--- src/rtl/alu_operand_seq.sv ---
// Front-end control for the 4-bit ALU: debounced buttons load A/B, step S, and run a
// settle-then-capture cycle into res/res_co/res_valid. Define ACC_FEEDBACK_EN to add btn_acc.
module alu_operand_seq #(
    parameter int unsigned WIDTH      = 4,
    parameter int unsigned DB_CYCLES  = 4,
    parameter int unsigned SETTLE_CYC = 1
) (
    input  logic             clk,
    input  logic             rst,
    input  logic [WIDTH-1:0] sw,
    input  logic             btn_a,
    input  logic             btn_b,
    input  logic             btn_op,
    input  logic             btn_go,
`ifdef ACC_FEEDBACK_EN
    input  logic             btn_acc,
`endif
    output logic [WIDTH-1:0] A,
    output logic [WIDTH-1:0] B,
    output logic [1:0]       S,
    input  logic [WIDTH-1:0] C_in,
    input  logic             Co_in,
    output logic [WIDTH-1:0] res,
    output logic             res_co,
    output logic             res_valid,
    output logic             busy
);

    localparam int unsigned BtnA  = 0;
    localparam int unsigned BtnB  = 1;
    localparam int unsigned BtnOp = 2;
    localparam int unsigned BtnGo = 3;
`ifdef ACC_FEEDBACK_EN
    localparam int unsigned BtnAcc = 4;
    localparam int unsigned NBTN   = 5;
`else
    localparam int unsigned NBTN   = 4;
`endif

    localparam int unsigned CW   = (DB_CYCLES > 1) ? $clog2(DB_CYCLES) : 1;
    localparam int unsigned SCW  = (SETTLE_CYC > 1) ? $clog2(SETTLE_CYC) : 1;
    localparam logic [CW-1:0]  DbLast     = CW'(DB_CYCLES - 1);
    localparam logic [SCW-1:0] SettleLast = SCW'(SETTLE_CYC - 1);

    typedef enum logic [0:0] {StIdle, StExec} state_e;

    logic [NBTN-1:0]          btn_raw;
    logic [NBTN-1:0]          sync0_q, sync1_q;
    logic [NBTN-1:0]          db_q, db_d;
    logic [NBTN-1:0]          db_dly_q;
    logic [NBTN-1:0]          press_q, press_d;
    logic [NBTN-1:0][CW-1:0]  cnt_q, cnt_d;

    state_e                   state_q, state_d;
    logic [SCW-1:0]           settle_q, settle_d;
    logic [WIDTH-1:0]         a_q, a_d;
    logic [WIDTH-1:0]         b_q, b_d;
    logic [1:0]               s_q, s_d;
    logic [WIDTH-1:0]         res_q, res_d;
    logic                     res_co_q, res_co_d;
    logic                     res_valid_q, res_valid_d;
    logic                     any_load;

`ifdef ACC_FEEDBACK_EN
    assign btn_raw = {btn_acc, btn_go, btn_op, btn_b, btn_a};
`else
    assign btn_raw = {btn_go, btn_op, btn_b, btn_a};
`endif

    // Debounce: a level change is accepted only after DB_CYCLES consecutive differing samples.
    always_comb begin
        db_d  = db_q;
        cnt_d = cnt_q;
        for (int i = 0; i < int'(NBTN); i++) begin
            if (sync1_q[i] != db_q[i]) begin
                if (cnt_q[i] == DbLast) begin
                    db_d[i]  = ~db_q[i];
                    cnt_d[i] = '0;
                end else begin
                    cnt_d[i] = cnt_q[i] + CW'(1);
                end
            end else begin
                cnt_d[i] = '0;
            end
        end
        // Rising edge of the debounced level, registered so the FSM sees a flop output.
        press_d = db_q & ~db_dly_q;
    end

    always_ff @(posedge clk or posedge rst) begin
        if (rst) begin
            sync0_q  <= '0;
            sync1_q  <= '0;
            db_q     <= '0;
            db_dly_q <= '0;
            press_q  <= '0;
            cnt_q    <= '0;
        end else begin
            sync0_q  <= btn_raw;
            sync1_q  <= sync0_q;
            db_q     <= db_d;
            db_dly_q <= db_q;
            press_q  <= press_d;
            cnt_q    <= cnt_d;
        end
    end

    always_comb begin
        state_d     = state_q;
        settle_d    = settle_q;
        a_d         = a_q;
        b_d         = b_q;
        s_d         = s_q;
        res_d       = res_q;
        res_co_d    = res_co_q;
        res_valid_d = res_valid_q;
        any_load    = 1'b0;

        case (state_q)
            StIdle: begin
                if (press_q[BtnA]) begin
                    a_d      = sw;
                    any_load = 1'b1;
                end
`ifdef ACC_FEEDBACK_EN
                // Accumulator feedback overrides a coincident switch load.
                if (press_q[BtnAcc] && res_valid_q) begin
                    a_d      = res_q;
                    any_load = 1'b1;
                end
`endif
                if (press_q[BtnB]) begin
                    b_d      = sw;
                    any_load = 1'b1;
                end
                if (press_q[BtnOp]) begin
                    s_d      = s_q + 2'd1;
                    any_load = 1'b1;
                end
                if (any_load) begin
                    res_valid_d = 1'b0;
                end
                if (press_q[BtnGo]) begin
                    state_d  = StExec;
                    settle_d = '0;
                end
            end
            StExec: begin
                if (settle_q == SettleLast) begin
                    res_d       = C_in;
                    res_co_d    = Co_in;
                    res_valid_d = 1'b1;
                    settle_d    = '0;
                    state_d     = StIdle;
                end else begin
                    settle_d = settle_q + SCW'(1);
                end
            end
            default: state_d = StIdle;
        endcase
    end

    always_ff @(posedge clk or posedge rst) begin
        if (rst) begin
            state_q     <= StIdle;
            settle_q    <= '0;
            a_q         <= '0;
            b_q         <= '0;
            s_q         <= '0;
            res_q       <= '0;
            res_co_q    <= 1'b0;
            res_valid_q <= 1'b0;
        end else begin
            state_q     <= state_d;
            settle_q    <= settle_d;
            a_q         <= a_d;
            b_q         <= b_d;
            s_q         <= s_d;
            res_q       <= res_d;
            res_co_q    <= res_co_d;
            res_valid_q <= res_valid_d;
        end
    end

    assign A         = a_q;
    assign B         = b_q;
    assign S         = s_q;
    assign res       = res_q;
    assign res_co    = res_co_q;
    assign res_valid = res_valid_q;
    assign busy      = (state_q == StExec);

endmodule

--- config.mk ---
export PLATFORM = sky130hd
export DESIGN_NAME = alu_operand_seq
export DESIGN_NICKNAME = d
export VERILOG_FILES = /design/src/rtl/alu_operand_seq.sv
export SDC_FILE = /design/constraint.sdc
export NUM_CORES = 1
export LEC_CHECK = 0
export BUFFER_PORTS_ARGS = -buffer_cell sky130_fd_sc_hd__buf_4
export CAP_MARGIN = 20
export CORE_ASPECT_RATIO = 0.5
export CORE_UTILIZATION = 55
export CTS_BUF_LIST = sky130_fd_sc_hd__clkbuf_4 sky130_fd_sc_hd__clkbuf_8
export DETAILED_ROUTE_END_ITERATION = 16
export PLACE_DENSITY_LB_ADDON = 0.1
export SYNTH_ARGS = -nofsm -noshare
export SYNTH_HDL_FRONTEND = slang
export SYNTH_SLANG_ARGS = --single-unit
--- constraint.sdc ---
create_clock -name clk -period 1.72 [get_ports clk]
set_clock_uncertainty 0.2 [all_clocks]
set_input_delay 0.086 -clock clk [delete_from_list [all_inputs] [get_ports clk]]
set_output_delay 0.086 -clock clk [all_outputs]
set_load 0.1 [all_outputs]
Yosys cells after proc, flatten, opt, wreduce, memory -nomap -nowiden
Index checks and enable logic that the tools add are counted.

word-level totals
  register bits after elaboration = 46
  output and inout bits = 17

operators by class
  add/subtract/negate cells = 6
  equality and inequality tests = 11
  reductions and logical operators = 9
  muxes and demuxes = 21
  bitwise gates (word level) = 8

operators by type and width
  cell                 count
  $reduce_and 2->1     9
  $mux 2               8
  $add 2x1->2 const B  5
  $mux 1               10
  $eq 2x2->1 const B   4
  $ne 2x2->1 const B   3
  $not 1->1            6
  $pmux 1 s2           3
  $and 4x4->4          1
  $ne 1x1->1           4
  $not 4->4            1
  $add 1x1->1 const B  1

Logic depth before layout (Yosys ltp)
Gate-level depths: netlist of the first run.

  depth in word-level cells = 6
  mapped depth = 3
  depth with buffers taken out = 2

Worst setup path before layout of the first run
Ideal clock, no wire load.

  kind = register -> register
  from = register state_q (netlist: busy)
  to = register a_q[0] (netlist: A[0])
  path slack = -0.211 ns
  setup time = 0.126 ns
  path buffers = 1
  arrival = 1.605 ns
  data required time = 1.394 ns
  cell stages (with the launch flop) = 4
  clock period less this slack = 1.931 ns
  path through = dfrtp_1 > buf_6 > nand2b_4 > mux2_2

on the way
  longest elaborated chain between the ends = 2

RTL lines
  element                     line  RTL
  from (decl)                 54    state_e state_q, state_d;
  from (signal assigned)      165   state_q <= StIdle;
  from (signal assigned)      174   state_q <= state_d;
  $not 1->1                   --
  $reduce_and 2->1 (no line)  --
  to (signal assigned)        167   a_q <= '0;
  to (signal assigned)        176   a_q <= a_d;
  to (decl)                   56    logic [WIDTH-1:0] a_q, a_d;

Every way passes these cells.
A chain may end at the register's enable or synchronous reset.

Worst setup path in the final report of the first run
  from = register state_q (netlist: busy)
  to = register b_q[3] (netlist: B[3])

on the way
  longest elaborated chain between the ends = 2

RTL lines
  element                     line  RTL
  $not 1->1                   --
  $reduce_and 2->1 (no line)  --
  to (signal assigned)        168   b_q <= '0;
  to (signal assigned)        177   b_q <= b_d;
  to (decl)                   57    logic [WIDTH-1:0] b_q, b_d;

Every way passes these cells.

==> flow_summary.toml, run 1 <==
[status]
status = "finished clean"

[clock_tree]
cts_root_buf = "clkbuf_8"
cts_tree = "built"
cts_buffer_depth = 2
cts_inserted_buffers = 5
clock_sinks = 45
cts_resized = 0
htreeDepth = 2
clock_latency_ns = 0.29
cts.clk_slew.worst_paths_ns = 0.08

[sta]
finalMaxSlewViolations = 0
fmax_mhz = 676.8
max_slew_margin_pct = 61.44
finalCritPeriodShare_pct = 85.90
min_period_ns = 1.478
rsz0062_at_grt = "false"
tightest_slew_ns = 0.5749
fin_setup_tns_ns = 0
final-hold-violation-count = 0
setup_viol = 0

[floorplanning]
dieWidth_um = 77.45
die_h_um = 39.72
die_area_sq_um = 3076
core-area_sq_um = 2651
core.rowCount = 13
io_pins = 32
start_util_pct = 59.04

[finish]
layoutNonFillerInstCount = 184
final_cell_mix = "dfrtp_1, buf_4, mux2_2"
final_common_cell = "dfrtp_1"
n_fill_cell = 150
final_core_util_pct = 79.57
nets = 165
final_layout_size_suffix_gt1_share_pct = 41.50
syn_to_final_growth_pct = 34.77
diodes = 0

[run]
cap_viol_max_count = 0

[synth]
post_synth_num_cell_types = 17
synthSimpleGateAreaFrac_pct = 8.313
yosys_warnings = 0
synth_compound_area_share_pct = 0
synth_top_family_by_area = "multiplexers"
ys_ff_latch = 45
ys_seq_area_share_pct = 71.94
syn_avg_cell_area_sq_um = 16.83
synthAdderAreaFrac_pct = 3.197
syn_area_sq_um = 1565
muxShareOfSynthArea_pct = 12.23
synth-xor-area-share_pct = 3.357
syn_nets = 112
synth_cells = 93

[grt]
grt_max_degree = 19
grt_pass1_vias = 890
grt_first_pass_wirelength_um = 3919
track_usage_pct = 18.51
antenna_found_initial = 0
grt_remaining_overflow = 0

[critical_path]
crit_path_start = "busy"
critPathRequiredTime_ns = 1.70
startpoint_type = "flip-flop"
critical_path_class = "reg2reg"
cp_max_fo = 12
reg2reg_from = "busy"
max_stage_delay_ns = 0.50
crit_path_end_kind = "flip-flop"
worstPathArrival_ns = 1.46
crit_path_top_delay_cell = "dfrtp_2"
crit_chain = "and2b_1 > mux2_2"

[routing]
drtIter0Drc = 22
wl_per_cell_um = 13.47
routed_wl_um = 2478
drc = 0
first_pass_iters = 4
avgViaCountPerCell = 4.815
vias = 886
ant_nets = 0

[min_path]
hold_class = "in2async"

[place]
place_congestion = 0.6988
numPortBuffers = 31
place_inst = 162
dpl.hpwl_um = 1619
[per-layer routing]
metal / track usage, % / part of all wire [%] / vias to the layer above
li1: - / - / 418
met1: 19.85 / 44 / 432
met2: 34.07 / 48 / 29
met3: 7.209 / 5.9 / 7
met4: 8.491 / 1.9 / 0
met5: 0 / 0 / -
[registers in the layout (all words and copies together) (netlist names)]
register and cells:
A 4, res_co 1, press_q 4, res 4
B 4, cnt_q 8, busy 1, db_dly_q 4
sync1_q 4, db_q 4, res_valid 1, sync0_q 4
S 2
[through the flow]
step / worst slack (ns) / area (sq um) / hold slack (ns)
2_1_floorplan: 0.07193 / 1567 / -0.08257
3_3_place_gp: 0.2836 / 1849 / -0.09777
3_5_place_dp: 0.2550 / 1849 / -0.09431
4_1_cts: 0.2430 / 2110 / 0.1429
5_1_grt: 0.1947 / 2110 / 0.1586
6_report: 0.2425 / 2110 / 0.1390
[timing repair]
action / CTS / global route
setup buffers: 0 / 0
hold buffers: 14 / 0
endpoints found under the hold margin: 62 / 0
[cell families after synthesis]
logic type / Yosys count
adder cells (fa/ha/maj): 4
buffers and inverters: 2
XOR/XNOR: 6
multiplexers: 17
flip-flops: 45
AND/OR/NAND/NOR: 19
[cells in the mapped netlist]
cell type,n,area share (%)
and2_1,1,0.40
and2b_1,2,0.96
buf_6,1,0.72
dfrtp_1,45,72
ha_1,4,3.2
inv_1,1,0.24
mux2_2,17,12
nand2b_1,1,0.40
nand2b_4,1,0.88
nand3b_1,1,0.48
nor2b_1,7,2.8
nor3_1,3,0.96
nor3b_1,1,0.48
nor4b_1,1,0.56
or2_2,1,0.40
xnor2_1,5,2.8
xor2_1,1,0.56
[worst paths after layout]
kind	endpoint	slack, ns	cells past startpoint
setup reg to reg	B[3]	0.24	2
min in group clk	sync1_q[2]	0.16	0
setup / recovery	B[3]	0.24	2
max in group asynchronous	A[1]	0.63	4
hold / removal	sync0_q[3]	0.14	3
hold reg to reg	sync1_q[2]	0.16	0
[area by class of cell]
| cell class | count | area [sq um] | area share [%] |
|---|---|---|---|
| Sequential cell | 45 | 1127 | 53.44 |
| Multi-Input combinational cell | 46 | 424.2 | 20.11 |
| Timing Repair Buffer | 47 | 387.9 | 18.39 |
| Clock buffer | 7 | 90.09 | 4.270 |
| Tap cell | 37 | 46.29 | 2.195 |
| Clock inverter | 1 | 30.03 | 1.423 |
| Inverter | 1 | 3.754 | 0.1779 |
[critical path: cells and delay by family (launching register included)]
family           cells  cell delay [ns]
muxes                1             0.35
DFF                  1             0.50
and+or+nand+nor      1             0.31
Power of run 1 is left out: the tool's default activity adds up to more than one toggle a clock period on the data nets, which glitch-free logic cannot reach.
==> inputs of run 2 (changes only) <==
CORE_UTILIZATION = 52   (was 55)
CTS_BUF_LIST = sky130_fd_sc_hd__clkbuf_16   (was sky130_fd_sc_hd__clkbuf_4 sky130_fd_sc_hd__clkbuf_8)
==> run 2 against run 1 <==
  * Non-clock buffer count down 1
  * Worst hold slack better by 0.0083 ns
  * Final area up 1.0%
  * Critical path depth unchanged
  * Maximum frequency increased by 0.45%
  * Utilization is 1.1 points lower
  * Routed wire length rose by 3.7%
  * Die area up 5.6%
  * Worst setup slack improved by 0.0066 ns
  * Sequential share of layout area down 0.53 points
  * Clock-buffer cell count decreased by 2
  * Register-to-register slack about the same
  * Critical path type unchanged
  * Critical endpoint unchanged
==> flow_summary.toml, run 2 (synthesis results as in run 1) <==
[routing]
drtIter0Drc = 18
first_pass_iters = 4
ant_nets = 0
routed_wl_um = 2570
drc = 0
vias = 886
avgViaCountPerCell = 4.842
wl_per_cell_um = 14.04

[clock_tree]
cts_buffer_depth = 2
cts.clk_slew.worst_paths_ns = 0.06
cts_root_buf = "clkbuf_16"
clock_sinks = 45
cts_resized = 0
htreeDepth = 2
cts_tree = "built"
clock_latency_ns = 0.27
cts_inserted_buffers = 5

[sta]
tightest_slew_ns = 0.2824
rsz0062_at_grt = "false"
finalMaxSlewViolations = 0
finalCritPeriodShare_pct = 85.52
setup_viol = 0
final-hold-violation-count = 0
fin_setup_tns_ns = 0
max_slew_margin_pct = 81.32
fmax_mhz = 679.8
min_period_ns = 1.471

[finish]
syn_to_final_growth_pct = 36.13
final_cell_mix = "dfrtp_1, buf_4, mux2_2"
final_common_cell = "dfrtp_1"
final_layout_size_suffix_gt1_share_pct = 39.04
diodes = 0
largest_reg_flops = 8
nets = 164
final_cell_area_sq_um = 2131
regMostFlops = "cnt_q"
n_fill_cell = 151
layoutNonFillerInstCount = 183

[floorplanning]
die_area_sq_um = 3247
core.rowCount = 13
dieWidth_um = 79.59
io_pins = 32
start_util_pct = 57.62
core-area_sq_um = 2716
die_h_um = 40.80

[critical_path]
crit_path_top_delay_cell = "dfrtp_2"
reg2reg_to = "B[3]"
crit_buf_inv = 0
reg2reg_depth = 2
crit_chain = "and2b_1 > mux2_2"
critPathRequiredTime_ns = 1.68
worstPathArrival_ns = 1.43
startpoint_type = "flip-flop"
reg2reg_from = "busy"
cp_max_fo = 12
critical_path_class = "reg2reg"
crit_path_end_kind = "flip-flop"
path_depth = 2
max_stage_delay_ns = 0.48
crit_family = "flip-flops"
crit_path_start = "busy"
critPathCapture = "B[3]"
reg2reg_slack_ns = 0.25

[place]
dpl.hpwl_um = 1542
place_congestion = 0.6604
place_inst = 161
numPortBuffers = 31
place_area_sq_um = 1854

[min_path]
hold_class = "reg2reg"

[grt]
antenna_found_initial = 0
grt_pass1_vias = 887
grt_remaining_overflow = 0
grt_max_degree = 46
grt_first_pass_wirelength_um = 4126
track_usage_pct = 19.16

[status]
status = "finished clean"

[run]
cap_viol_max_count = 0
==> run 2: cell types whose count changed in the layout (fill, tap and decap cells not counted) <==
cell | previous run | this run
buf_12 | 0 | 1
inv_1 | 0 | 3
clkbuf_8 | 6 | 0
clkbuf_4 | 1 | 0
bufinv_16 | 1 | 0
clkbuf_16 | 0 | 5
buf_4 | 33 | 31
==> run 2: metal layers <==
layer | track usage [%] | vias up | wire, um
met3 | 7.778 | 2 | 164
met2 | 35.90 | 30 | 1278
met5 | 0 | - | 0
met4 | 6.818 | 0 | 11
li1 | - | 419 | -
met1 | 20.84 | 435 | 1116
==> run 2: stage by stage <==
step / hold slack [ns] / worst slack (ns) / util (%)
after global placement: -0.05593 / 0.2834 / 68.26
after global routing: 0.1565 / 0.2092 / 78.44
final: 0.1473 / 0.2491 / 78.44
after floorplan: -0.08257 / 0.07193 / -
after CTS: 0.1497 / 0.2416 / 78.44
after detailed placement: -0.03984 / 0.2478 / 68.26
==> run 2: worst min-delay path by stage <==
| stage | start | cells after the start | end | slack, ns |
|---|---|---|---|---|
| finish | sync0_q[1] | 0 | sync1_q[1] | 0.15 |
| global route | sync0_q[1] | 0 | sync1_q[1] | 0.16 |
| floorplan | btn_a | 0 | sync0_q[0] | -0.08 |
| CTS | sync0_q[1] | 0 | sync1_q[1] | 0.15 |
| detailed placement | rst | 3 | sync0_q[0] | -0.04 |
| global placement | rst | 3 | sync0_q[2] | -0.06 |
==> run 2: timing repair <==
| action | CTS | global route |
|---|---|---|
| endpoints found under the hold margin | 62 | 0 |
| hold buffers | 14 | 0 |
| endpoints found under the setup margin | 0 | 0 |
| setup buffers | 0 | 0 |
==> run 2: layout make-up <==
class / instances / area [sq um] / share of cell area (%)
Multi-Input combinational cell: 46 / 424.2 / 19.91
Inverter: 1 / 3.754 / 0.1762
Sequential cell: 45 / 1127 / 52.91
Clock buffer: 5 / 125.1 / 5.872
Clock inverter: 3 / 11.26 / 0.5285
Timing Repair Buffer: 46 / 392.9 / 18.44
Tap cell: 37 / 46.29 / 2.173
==> run 2: worst reg2reg max path, stage by stage, from the launching register on <==
cell and delay (ns):
dfrtp_2 0.48, and2b_1 0.32, mux2_2 0.36
Power of run 2 is left out for the same reason.
